--- config.mk ---
export PLATFORM = sky130hd
export DESIGN_NAME = ram_arbiter
export DESIGN_NICKNAME = d
export VERILOG_FILES = /design/src/rtl/ram_arb_pkg.sv /design/src/rtl/ram_arb_rr.sv /design/src/rtl/ram_arbiter.sv
export SDC_FILE = /design/constraint.sdc
export NUM_CORES = 1
export LEC_CHECK = 0
export CORE_ASPECT_RATIO = 1.25
export CORE_UTILIZATION = 44
export CTS_CLUSTER_SIZE = 8
export DETAILED_ROUTE_END_ITERATION = 8
export GPL_TIMING_DRIVEN = 0
export PLACE_DENSITY = 0.86
export RECOVER_POWER = 25
export SYNTH_ARGS = -nofsm -noshare
export SYNTH_HDL_FRONTEND = slang
export SYNTH_SLANG_ARGS = --single-unit
--- constraint.sdc ---
create_clock -name clk -period 2.2 [get_ports clk]
set_input_delay 0.66 -clock clk [delete_from_list [all_inputs] [get_ports clk]]
set_output_delay 0.66 -clock clk [all_outputs]
set_load 0.01 [all_outputs]
--- src/rtl/ram_arb_pkg.sv ---
// Shared types and constants for the ram_arbiter controller and its grant picker.
package ram_arb_pkg;

  localparam int DEF_ADDR_W = 10;
  localparam int DEF_DATA_W = 16;

  // RAM rw pin encoding
  localparam logic RW_READ  = 1'b1;
  localparam logic RW_WRITE = 1'b0;

  typedef enum logic [1:0] {
    IDLE,
    ISSUE,
    WAIT_RD,
    CLEAR
  } state_t;

endpackage

--- src/rtl/ram_arb_rr.sv ---
// Two-way grant picker: round robin on the last-granted port, or fixed priority
// to port 0 when RAM_ARB_FIXED_PRIO_EN is defined.
module ram_arb_rr (
  input  logic [1:0] req,
`ifndef RAM_ARB_FIXED_PRIO_EN
  input  logic       last,
`endif
  output logic [1:0] grant
);

  always_comb begin
    grant = 2'b00;
`ifdef RAM_ARB_FIXED_PRIO_EN
    if (req[0])      grant = 2'b01;
    else if (req[1]) grant = 2'b10;
`else
    // On a tie the port that was not served last goes next
    if (req == 2'b11) grant = last ? 2'b01 : 2'b10;
    else              grant = req;
`endif
  end

endmodule

--- src/rtl/ram_arbiter.sv ---
// Shares the single-port RAM between two requesters and a clear command.
// Define RAM_ARB_FIXED_PRIO_EN to replace round robin with port-0 priority.
module ram_arbiter
  import ram_arb_pkg::*;
#(
  parameter int ADDR_W       = DEF_ADDR_W,
  parameter int DATA_W       = DEF_DATA_W,
  parameter int READ_LATENCY = 1
) (
  input  logic              clk,
  input  logic              reset_n,
  input  logic              req0,
  input  logic              req1,
  input  logic              rw0,
  input  logic              rw1,
  input  logic [ADDR_W-1:0] addr0,
  input  logic [ADDR_W-1:0] addr1,
  input  logic [DATA_W-1:0] wdata0,
  input  logic [DATA_W-1:0] wdata1,
  output logic              ack0,
  output logic              ack1,
  output logic [DATA_W-1:0] rdata0,
  output logic [DATA_W-1:0] rdata1,
  output logic              rvalid0,
  output logic              rvalid1,
  input  logic              clear_req,
  output logic              clear_done,
  output logic [ADDR_W-1:0] ram_address,
  output logic [DATA_W-1:0] ram_data_in,
  output logic              ram_rw,
  output logic              ram_reset,
  input  logic [DATA_W-1:0] ram_data_out
);

  localparam int CNT_W = (READ_LATENCY > 1) ? $clog2(READ_LATENCY) : 1;
  localparam logic [CNT_W-1:0] CNT_INIT = CNT_W'(READ_LATENCY - 1);

  state_t           state;
  logic [1:0]       grant;
  logic             gnt_port;
  logic [CNT_W-1:0] wait_cnt;
`ifndef RAM_ARB_FIXED_PRIO_EN
  logic             last;
`endif

  ram_arb_rr u_rr (
    .req   ({req1, req0}),
`ifndef RAM_ARB_FIXED_PRIO_EN
    .last  (last),
`endif
    .grant (grant)
  );

  // The RAM pins double as the access latch: they are loaded on grant and held
  always_ff @(posedge clk or negedge reset_n) begin
    if (!reset_n) begin
      state       <= IDLE;
      gnt_port    <= 1'b0;
      wait_cnt    <= '0;
      ack0        <= 1'b0;
      ack1        <= 1'b0;
      rvalid0     <= 1'b0;
      rvalid1     <= 1'b0;
      rdata0      <= '0;
      rdata1      <= '0;
      clear_done  <= 1'b0;
      ram_address <= '0;
      ram_data_in <= '0;
      ram_rw      <= RW_READ;
      ram_reset   <= 1'b1;
`ifndef RAM_ARB_FIXED_PRIO_EN
      last        <= 1'b1;
`endif
    end else begin
      ack0       <= 1'b0;
      ack1       <= 1'b0;
      rvalid0    <= 1'b0;
      rvalid1    <= 1'b0;
      clear_done <= 1'b0;
      ram_reset  <= 1'b0;
      case (state)
        IDLE: begin
          if (clear_req) begin
            state      <= CLEAR;
            ram_reset  <= 1'b1;
            clear_done <= 1'b1;
          end else if (grant != 2'b00) begin
            state       <= ISSUE;
            gnt_port    <= grant[1];
            ack0        <= grant[0];
            ack1        <= grant[1];
            ram_address <= grant[1] ? addr1 : addr0;
            ram_data_in <= grant[1] ? wdata1 : wdata0;
            ram_rw      <= grant[1] ? rw1 : rw0;
`ifndef RAM_ARB_FIXED_PRIO_EN
            last        <= grant[1];
`endif
          end
        end
        ISSUE: begin
          ram_data_in <= '0;
          if (ram_rw == RW_READ) begin
            state    <= WAIT_RD;
            wait_cnt <= CNT_INIT;
          end else begin
            state  <= IDLE;
            ram_rw <= RW_READ;
          end
        end
        WAIT_RD: begin
          if (wait_cnt == '0) begin
            state <= IDLE;
            if (gnt_port) begin
              rdata1  <= ram_data_out;
              rvalid1 <= 1'b1;
            end else begin
              rdata0  <= ram_data_out;
              rvalid0 <= 1'b1;
            end
          end else begin
            wait_cnt <= wait_cnt - 1'b1;
          end
        end
        CLEAR: begin
          state <= IDLE;
        end
        default: begin
          state <= IDLE;
        end
      endcase
    end
  end

endmodule
==> results by group, run 1 <==
Yosys
  – Yosys top cell by area: dfrtp_1
  – Netlist cell types: 30
  – Xor-xnor portion of the synthesized cell area: 0
  – Ys async rst share: 1.000
  – Compound-Gate Fraction of Synth Area: 0.07256
  – Yosys warns: 0
  – Combinational family with the most area after synthesis: multiplexers
  – Cells after synthesis: about 190
  – Post-Syn Area: approximately 0.0029 sq mm
  – Syn Area/Cell: approximately 16 sq um
  – Post-synth EDFFs: 0
  – Post-synthesis sequential area ratio: 0.5903
  – Syn nets: around 260
  – Synth Area in Adders: 0
  – Mux cell area share after synthesis: 0.2693
  – Top FF cell, synth: dfrtp_1
  – Post-synthesis simple-gate area fraction: 0.03158
  – Synth top area cells: dfrtp_1 56%, mux2_2 16%, mux2i_1 5.8%, o2bb2ai_1 5.1%, mux2_4 4.6%
  – Synthesis-stage register bit count: approximately 70
  – Top cell type's share of synthesized area: 0.5634

STA
  – Clock Skews: ~8.7 ps
  – Total Neg Setup Slack: 0 ps
  – Setup violations, final: 0
  – Final Slew Violations: 70
  – Final Critical Period: 2113 ps
  – Final Hold Viols: 0
  – Fmax: approximately 0.47 GHz
  – Hold Slack: 488.3 ps
  – Fin crit share: 0.9606
  – Unrepaired setup endpoints after global routing: false
  – Tightest Pin Transition: roughly 1700 ps
  – Slew Limit Headroom: -0.1170

Die
  – Starting density of the core: 0.4664
  – Chip Height: slightly above 90 um
  – Ports: between 100 and 150
  – Core Region: ~0.0063 sq mm
  – Die Wd: 75.01 um
  – Row count: 32
  – Die ar.: between 0.006 and 0.007 sq mm

CTS
  – Post-CTS Setup Repair Bufs: 0
  – CTS Sinks: between 60 and 70
  – Hold-fix buffers, CTS: 0
  – CTS root buffer: clkbuf_8
  – CTS tree: yes
  – Post-CTS sizing: 0
  – Clk buf depth: 2
  – Clk slew on worst S/H paths: ~70 ps
  – Htree depth: 3
  – Insertion delay of the later-clocked pin in the worst-skew pair: between 300 and 400 ps
  – CTS Buf Count: 9

Power and ir drop
  – Static Leak: a little under 0.002 uW
  – Max VDD drop: 0.7939 mV
  – Pwr Density: 1334 mW/mm^2

Setup path
  – CP max stage delay: 570 ps
  – Crit end category: output pin
  – Critical Path RT: about 1500 ps
  – CP arrival: between 1000 and 1500 ps
  – CP max stage cell: clkdlybuf4s50_1
  – Worst-path cell chain: clkdlybuf4s50_1
  – Crit path kind: reg -> out
  – Worst path top cell family by delay: buffers and inverters
  – Crit path buf inv count: 1
  – Type of origin of the critical path: register
  – Largest fanout on the critical path: 3

Hold path
  – Worst hold path class: reg -> reg

Global route
  – GR Overflow Total: 0
  – Tot GR Track Use: 0.2033
  – First-pass GRT wire length: 10.54 mm
  – Largest net degree at the start of global routing: 70
  – Vias in the first global route: between 2000 and 2500
  – Initial antenna violation count: 0

Flow run
  – Max Cap Violations: 1

Route
  – Iteration-0 DRC Markers: 67
  – DR pass1 iterations: 5
  – DRC errors left: 0
  – WL per Instance: roughly 16 um
  – Routed Antenna Nets: 0
  – Via count: around 2100
  – Final wirelength: 6.742 mm
  – Via density: roughly 5.0

Placement
  – Port Buf Inserts: between 100 and 150
  – Dpl hpwl: 5.032 mm
  – Placer's final routability congestion estimate: 0.7344

Status
  – Failing checks: max-capacitance violations, max-slew violations
  – Outcome: complete, but fails checks

Final layout
  – Fill count: 413
  – Number of nets in the final layout: about 410
  – # diodes: 0
  – Share of cells above drive strength 1: 0.2573
  – Area grow syn2layout: 57.87%
flip-flops by register name (all words and copies together), names as in the netlist, 2 cells and up:
name / count
ram_address: 10
state: 2
rdata0: 16
rdata1: 16
ram_data_in: 16
cell usage after synthesis, types with 2 or more instances:
master / number
buf_2: 3
buf_6: 4
dfrtp_1: 66
dfstp_2: 3
inv_1: 2
mux2_2: 42
mux2_4: 9
mux2i_1: 17
nor2_1: 2
nor3_1: 2
nor3_4: 2
o2bb2ai_1: 17
kinds of logic (layout without fill, tap and decap cells):
group           Yosys count  in the layout
compound gates           25             25
buf+inv                  12            167
flops                    69             69
mux                      69             69
simple gates             12             12
worst paths after layout:
kind | startpoint | endpoint | slack (ps) | cells after the start
max in group asynchronous | reset_n | ack0$_DFF_PN0_ | 460 | 1
worst max-delay path | ram_rw$_DFFE_PN1P_ | ram_rw | 90 | 1
min in group asynchronous | reset_n | rdata1[3]$_DFFE_PN0P_ | 750 | 1
worst min-delay path | ram_data_in[15]$_DFFE_PN0P_ | ram_data_in[15]$_DFFE_PN0P_ | 490 | 1
worst min register to register | ram_data_in[15]$_DFFE_PN0P_ | ram_data_in[15]$_DFFE_PN0P_ | 490 | 1
worst max register to register | state[1]$_DFFE_PN0P_ | rdata0[13]$_DFFE_PN0P_ | 510 | 4
cell usage in the layout (no fill, tap or decap), drive strengths merged, types with 2 or more instances in the layout:
cell type      Yosys  layout
buf                9       9
clkbuf             0      10
clkdlybuf4s50      0     138
clkinv             0       4
clkinvlp           0       2
dfrtp             66      66
dfstp              3       3
inv                3       3
mux2              52      52
mux2i             17      17
nor2               2       2
nor3               4       4
o21ai              2       2
o2bb2ai           17      17
power by group:
part           switching [uW]  internal [uW]
Combinational            1070           1840
Sequential                341           1900
Clock                     492            526
Total                    1910           4270
metrics by stage:
stage	util	cells	setup WS (ps)	cell area [sq um]	power [uW]
after global routing	0.7363	427	37.29	4628	6520
after CTS	0.7361	427	67.63	4627	6249
final	0.7363	427	86.69	4628	6174
after global placement	0.7046	411	-1826	4429	5124
after detailed placement	0.7042	411	-290.7	4427	5210
after floorplan	-	187	440.0	2932	3627
final cells by class:
cell class                 instances  area, sq um  share of cell area
timing repair buffer             139         1386              0.2995
buffer                             9        95.09             0.02055
tap                               85        106.4             0.02298
clock inverter                     7        76.32             0.01649
sequential                        69         1730              0.3739
multi-input combinational        106         1099              0.2374
clock buffer                       9        123.9             0.02676
inverter                           3        11.26            0.002433
metal layers:
metal / global-route usage / vias up / part of all wire
li1: - / 982 / -
met1: 0.2468 / 1041 / 0.40
met2: 0.3386 / 85 / 0.52
met3: 0.05172 / 10 / 0.071
met4: 0.08333 / 0 / 0.017
met5: 0 / - / 0
Power figures use the tool's default switching activity.
==> inputs of run 2 (changes only) <==
- REMOVE_ABC_BUFFERS: unset -> 1
==> run 2 against run 1 <==
The run now ends clean. Clock power rose by 13%. Register-to-register slack got worse by 280 ps. Die area did not move. Setup slack improved by 53 ps. Global-route usage rose by 0.11 points. Via count rose by 0.28%. Flip-flop and latch count did not move. Final cell count fell by 1.2%. Wire length rose by 4.9%. Final area barely moved. Sequential share of layout area barely moved.
==> results by group, run 2 (synthesis gave the netlist of run 1 again) <==
Status
  – Outcome: finished clean

Setup path
  – Worst-path cell chain: clkdlybuf4s50_1
  – Crit end category: output pin
  – R2R Setup Slk: 230 ps (-280 ps)
  – Largest fanout on the critical path: 3 (unchanged)
  – Worst path top cell family by delay: flip-flops
  – Crit path kind: reg -> out
  – Type of origin of the critical path: register
  – Critical Path RT: 1540 ps (about the same)
  – Crit path buf inv count: 1 (unchanged)
  – CP max stage cell: dfstp_2
  – CP arrival: 1400 ps (-50 ps)
  – CP max stage delay: 540 ps (-30 ps)

Route
  – Final wirelength: 7.071 mm (+4.9%)
  – Via density: 5.033 (+1.5%)
  – WL per Instance: 16.76 um (+6.1%)
  – Iteration-0 DRC Markers: 81 (+21%)
  – Routed Antenna Nets: 0 (unchanged)
  – Via count: 2124 (+0.28%)
  – DRC errors left: 0 (unchanged)
  – DR pass1 iterations: 4 (-1)

Power and ir drop
  – Static Leak: 0.001970 uW (+1.0%)
  – Pwr Density: 1358 mW/mm^2 (+1.8%)
  – Total chip power: 6292 uW (+1.9%)
  – Max VDD drop: 0.9647 mV (+22%)

Final layout
  – Share of cells above drive strength 1: 0.2433 (-0.01399)
  – Multi-input combinational cell area: 0.001122 sq mm (+2.2%)
  – Number of standard cells in the final layout excluding fillers: 422 (-1.2%)
  – Most frequent cells in the layout: 136 x clkdlybuf4s50_1, 66 x dfrtp_1, 42 x mux2_2, 17 x mux2i_1, 17 x o2bb2ai_1
  – Reg area: 0.001730 sq mm (unchanged)
  – Area grow syn2layout: 58.00% (about the same)
  – Design Area, Final: 0.004632 sq mm (about the same)
  – Biggest regs: ram_data_in x16, rdata0 x16, rdata1 x16
  – Fin util: 0.7369 (about the same)
  – Number of nets in the final layout: 407 (-1.2%)
  – Fill count: 427 (+3.4%)
  – # diodes: 0 (unchanged)
  – Commonest non-fill, non-tap cell in the layout: clkdlybuf4s50_1

Global route
  – Global Route met3 Usage: 0.06034 (+0.008621)
  – Initial antenna violation count: 0 (unchanged)
  – First-pass GRT wire length: 10.61 mm (+0.65%)
  – GR Overflow Total: 0 (unchanged)
  – Grt met2 use: 0.3529 (+0.01426)
  – Largest net degree at the start of global routing: 70 (unchanged)
  – Tot GR Track Use: 0.2043 (+0.001053)
  – GR Util met1: 0.2294 (-0.01738)
  – Gr busiest metal: met2
  – Vias in the first global route: 2216 (+1.2%)

Die
  – Starting density of the core: 0.4664 (unchanged)
  – Core Region: 0.006286 sq mm (unchanged)
  – Ports: 140 (unchanged)
  – Die ar.: 0.006995 sq mm (unchanged)
  – Die Wd: 75.01 um (unchanged)
  – Chip Height: 93.26 um (unchanged)
  – Row count: 32 (unchanged)

CTS
  – Clk slew on worst S/H paths: 70 ps (about the same)
  – CTS Sinks: 69 (unchanged)
  – Insertion delay of the later-clocked pin in the worst-skew pair: 330 ps (about the same)
  – CTS tree: yes
  – Hold-fix buffers, CTS: 0 (unchanged)
  – CTS root buffer: clkbuf_8
  – Htree depth: 3 (unchanged)
  – Clk buf depth: 2 (unchanged)
  – CTS Buf Count: 9 (unchanged)

STA
  – Unrepaired setup endpoints after global routing: false
  – Final Critical Period: 2061 ps (-52.56 ps)
  – Fin crit share: 0.9367 (-0.02389)
  – Fmax: 0.4853 GHz (+2.6%)
  – Setup violations, final: 0 (unchanged)
  – Clock Skews: 9.438 ps (+0.7729 ps)
  – Final Hold Viols: 0 (unchanged)
  – Final Slew Violations: 0 (-100%)
  – Slew Limit Headroom: 0.3285 (+0.4455)
  – Tightest Pin Transition: 1004 ps (-671.5 ps)
  – Hold Slack: 427.2 ps (-61.11 ps)

Placement
  – Dpl hpwl: 4.926 mm (-2.1%)
  – DP Area: 0.004367 sq mm (-1.4%)
  – Port Buf Inserts: 139 (unchanged)
  – Cell count after placement: 403 (-1.9%)
  – Placer's final routability congestion estimate: 0.7218 (-1.7%)

Flow run
  – Max Cap Violations: 0 (-1)

Hold path
  – Worst hold path class: in -> async
==> run 2: per-stage QoR <==
step	worst slack [ps]	TNS (ps)
2_1_floorplan	-219.7	-2159
3_3_place_gp	-1755	-147550
3_5_place_dp	-589.8	-14660
4_1_cts	48.24	0
5_1_grt	98.53	0
6_report	139.3	0
==> run 2: layer usage <==
layer  routed length (um)  part of all wire  up-vias
li1                     -                 -      972
met1                 2719              0.38     1042
met2                 3540              0.50      104
met3                  739              0.10        6
met4                   71             0.010        0
met5                    0                 0        -
==> run 2: repair_timing <==
action                                  in CTS  in global routing
gates cloned                                 0                  1
setup buffers                                2                  0
endpoints found under the setup margin      27                  2
gates resized for setup                      2                  2
pin swaps                                    0                  0
==> run 2: area by class of cell <==
class	count	share of cell area
clock inverter	4	0.01513
inverter	3	0.002431
sequential	69	0.3736
multi-input combinational	107	0.2423
timing repair buffer	142	0.3101
tap	85	0.02296
clock buffer	12	0.03350
==> run 2: worst paths after layout <==
check	start	to	cells after the start
min	reset_n	rdata0[4]$_DFFE_PN0P_	1
max in group asynchronous	reset_n	rdata1[10]$_DFFE_PN0P_	1
min reg2reg	ram_data_in[9]$_DFFE_PN0P_	ram_data_in[9]$_DFFE_PN0P_	1
max reg2reg	state[1]$_DFFE_PN0P_	rdata0[5]$_DFFE_PN0P_	3
max	ram_rw$_DFFE_PN1P_	ram_rw	1
min in group clk	ram_data_in[9]$_DFFE_PN0P_	ram_data_in[9]$_DFFE_PN0P_	1
==> run 2: power by group <==
group,total [uW],switching (uW),internal [uW]
Combinational,2870,1080,1790
Clock,1150,452,697
Sequential,2270,367,1900
==> inputs of run 3 (changes only) <==
- MAX_ROUTING_LAYER: unset -> met4
==> run 3 against run 2 <==
The flow now finishes with violations (max-capacitance violations, max-slew violations). Sequential share of layout area barely moved. Final area hardly changed. Setup slack better by 1.0 ps. Largest power group unchanged. Count of clock-buffer cells in the layout unchanged.
==> results by group, run 3 (synthesis gave the netlist of run 1 again) <==
Global route
  – Largest net degree at the start of global routing: 70 (unchanged)
  – Tot GR Track Use: 0.2090 (+0.004653)
  – Initial antenna violation count: 0 (unchanged)
  – First-pass GRT wire length: 10.52 mm (-0.78%)
  – GR Overflow Total: 0 (unchanged)
  – Vias in the first global route: 2241 (+1.1%)

STA
  – Setup violations, final: 0 (unchanged)
  – Final Critical Period: 2060 ps (-1.015 ps)
  – Slew Limit Headroom: -0.1298 (-0.4584)
  – Total Neg Setup Slack: 0 ps (unchanged)
  – Final Hold Viols: 0 (unchanged)
  – Hold Slack: 489.2 ps (+62.02 ps)
  – Final Slew Violations: 70 (+70)
  – Fmax: 0.4855 GHz (about the same)
  – Tightest Pin Transition: 1695 ps (+690.8 ps)
  – Fin crit share: 0.9362 (about the same)
  – Clock Skews: 9.949 ps (+0.5109 ps)
  – Unrepaired setup endpoints after global routing: false

Final layout
  – Share of cells above drive strength 1: 0.2433 (unchanged)
  – Number of nets in the final layout: 407 (unchanged)
  – Fin util: 0.7365 (about the same)
  – Multi-input combinational cell area: 0.001122 sq mm (unchanged)
  – Fill count: 428 (+0.23%)
  – Biggest regs: ram_data_in x16, rdata0 x16, rdata1 x16
  – Commonest non-fill, non-tap cell in the layout: clkdlybuf4s50_1
  – # diodes: 0 (unchanged)
  – Area grow syn2layout: 57.92% (about the same)
  – Reg area: 0.001730 sq mm (unchanged)
  – Most frequent cells in the layout: 136 x clkdlybuf4s50_1, 66 x dfrtp_1, 42 x mux2_2, 17 x mux2i_1, 17 x o2bb2ai_1
  – Design Area, Final: 0.004629 sq mm (about the same)

CTS
  – Insertion delay of the later-clocked pin in the worst-skew pair: 330 ps (about the same)
  – Clk slew on worst S/H paths: 70 ps (about the same)
  – CTS tree: yes
  – CTS root buffer: clkbuf_8
  – Htree depth: 3 (unchanged)
  – Clk buf depth: 2 (unchanged)
  – CTS Buf Count: 9 (unchanged)
  – CTS Sinks: 69 (unchanged)

Die
  – Core Region: 0.006286 sq mm (unchanged)
  – Die Wd: 75.01 um (unchanged)
  – Starting density of the core: 0.4664 (unchanged)
  – Ports: 140 (unchanged)
  – Row count: 32 (unchanged)
  – Chip Height: 93.26 um (unchanged)
  – Die ar.: 0.006995 sq mm (unchanged)

Power and ir drop
  – Total chip power: 6287 uW (about the same)
  – Max VDD drop: 0.9660 mV (+0.13%)
  – Static Leak: 0.001969 uW (about the same)
  – Pwr Density: 1358 mW/mm^2 (about the same)

Placement
  – Port Buf Inserts: 139 (unchanged)
  – Dpl hpwl: 4.926 mm (unchanged)
  – DP Area: 0.004367 sq mm (unchanged)
  – Placer's final routability congestion estimate: 0.7303 (+1.2%)

Setup path
  – R2R Path End: rdata0[5]$_DFFE_PN0P_
  – CP max stage delay: 540 ps (about the same)
  – Critical Path RT: 1540 ps (about the same)
  – Worst-path cell chain: clkdlybuf4s50_1
  – Crit path kind: reg -> out
  – Type of origin of the critical path: register
  – Worst flop-to-flop path startpoint: state[1]$_DFFE_PN0P_
  – Worst path top cell family by delay: flip-flops
  – Critical Path Start: ram_rw$_DFFE_PN1P_
  – Largest fanout on the critical path: 3 (unchanged)
  – CP max stage cell: dfstp_2
  – Reg2Reg Depth: 3 (unchanged)
  – Crit end category: output pin
  – CP arrival: 1400 ps (about the same)
  – Crit path buf inv count: 1 (unchanged)
  – R2R Setup Slk: 230 ps (about the same)

Route
  – Via count: 2116 (-0.38%)
  – DR pass1 iterations: 4 (unchanged)
  – Iteration-0 DRC Markers: 61 (-25%)
  – DRC errors left: 0 (unchanged)
  – Via density: 5.014 (-0.38%)
  – WL per Instance: 16.73 um (-0.13%)
  – Routed Antenna Nets: 0 (unchanged)
  – Final wirelength: 7.062 mm (-0.13%)

Hold path
  – Min-delay src: ram_data_in[9]$_DFFE_PN0P_
  – Worst hold path class: reg -> reg
  – Hold EP: ram_data_in[9]$_DFFE_PN0P_
  – Worst Hold Depth: 1

Status
  – Outcome: complete, but fails checks
  – Failing checks: max-capacitance violations, max-slew violations

Flow run
  – Max Cap Violations: 1 (+1)
## run 3: cell count changes in the layout (fill, tap and decap cells not counted)
cell | before | now
clkbuf_2 | 0 | 1
buf_4 | 3 | 2
## run 3: area by class of cell
class / count / share of cell area
Clock buffer: 12 / 0.03351
Clock inverter: 4 / 0.01514
Inverter: 3 / 0.002432
Multi-Input combinational cell: 107 / 0.2424
Sequential cell: 69 / 0.3738
Tap cell: 85 / 0.02297
Timing Repair Buffer: 142 / 0.3097
## run 3: worst max-delay path by stage
stage	depth (start not counted)	slack [ps]	endpoint
2_1_floorplan	3	-220	ram_address[0]$_DFFE_PN0P_
3_3_place_gp	1	-1750	ram_data_in[13]$_DFFE_PN0P_
3_5_place_dp	3	-590	ram_address[5]$_DFFE_PN0P_
4_1_cts	3	50	ram_address[5]$_DFFE_PN0P_
5_1_grt	1	60	ram_data_in[0]$_DFFE_PN0P_
6_report	1	140	ram_rw
## run 3: repair_timing
action / CTS / global route
gates resized for setup: 2 / 2
setup endpoints to repair: 27 / 2
gates cloned: 0 / 1
buffers inserted: 2 / 0
hold buffers: 0 / 0
## run 3: where the power goes
part / switching, uW / internal, uW
Sequential: 364 / 1900
Clock: 448 / 697
Combinational: 1080 / 1790
## run 3: metrics by stage
stage,setup slack [ps],std cells
detailed placement,-589.8,403
global route,58.18,422
global placement,-1755,402
CTS,48.24,421
floorplan,-219.7,178
finish,140.3,422
## run 3: layer usage
layer  share of wire  global-route usage  vias to the layer above
met1            0.40              0.2366                     1034
met4          0.0099             0.08648                        0
met5               0                   -                        -
li1                -                   -                      972
met2            0.50              0.3536                      104
met3           0.090             0.04418                        6
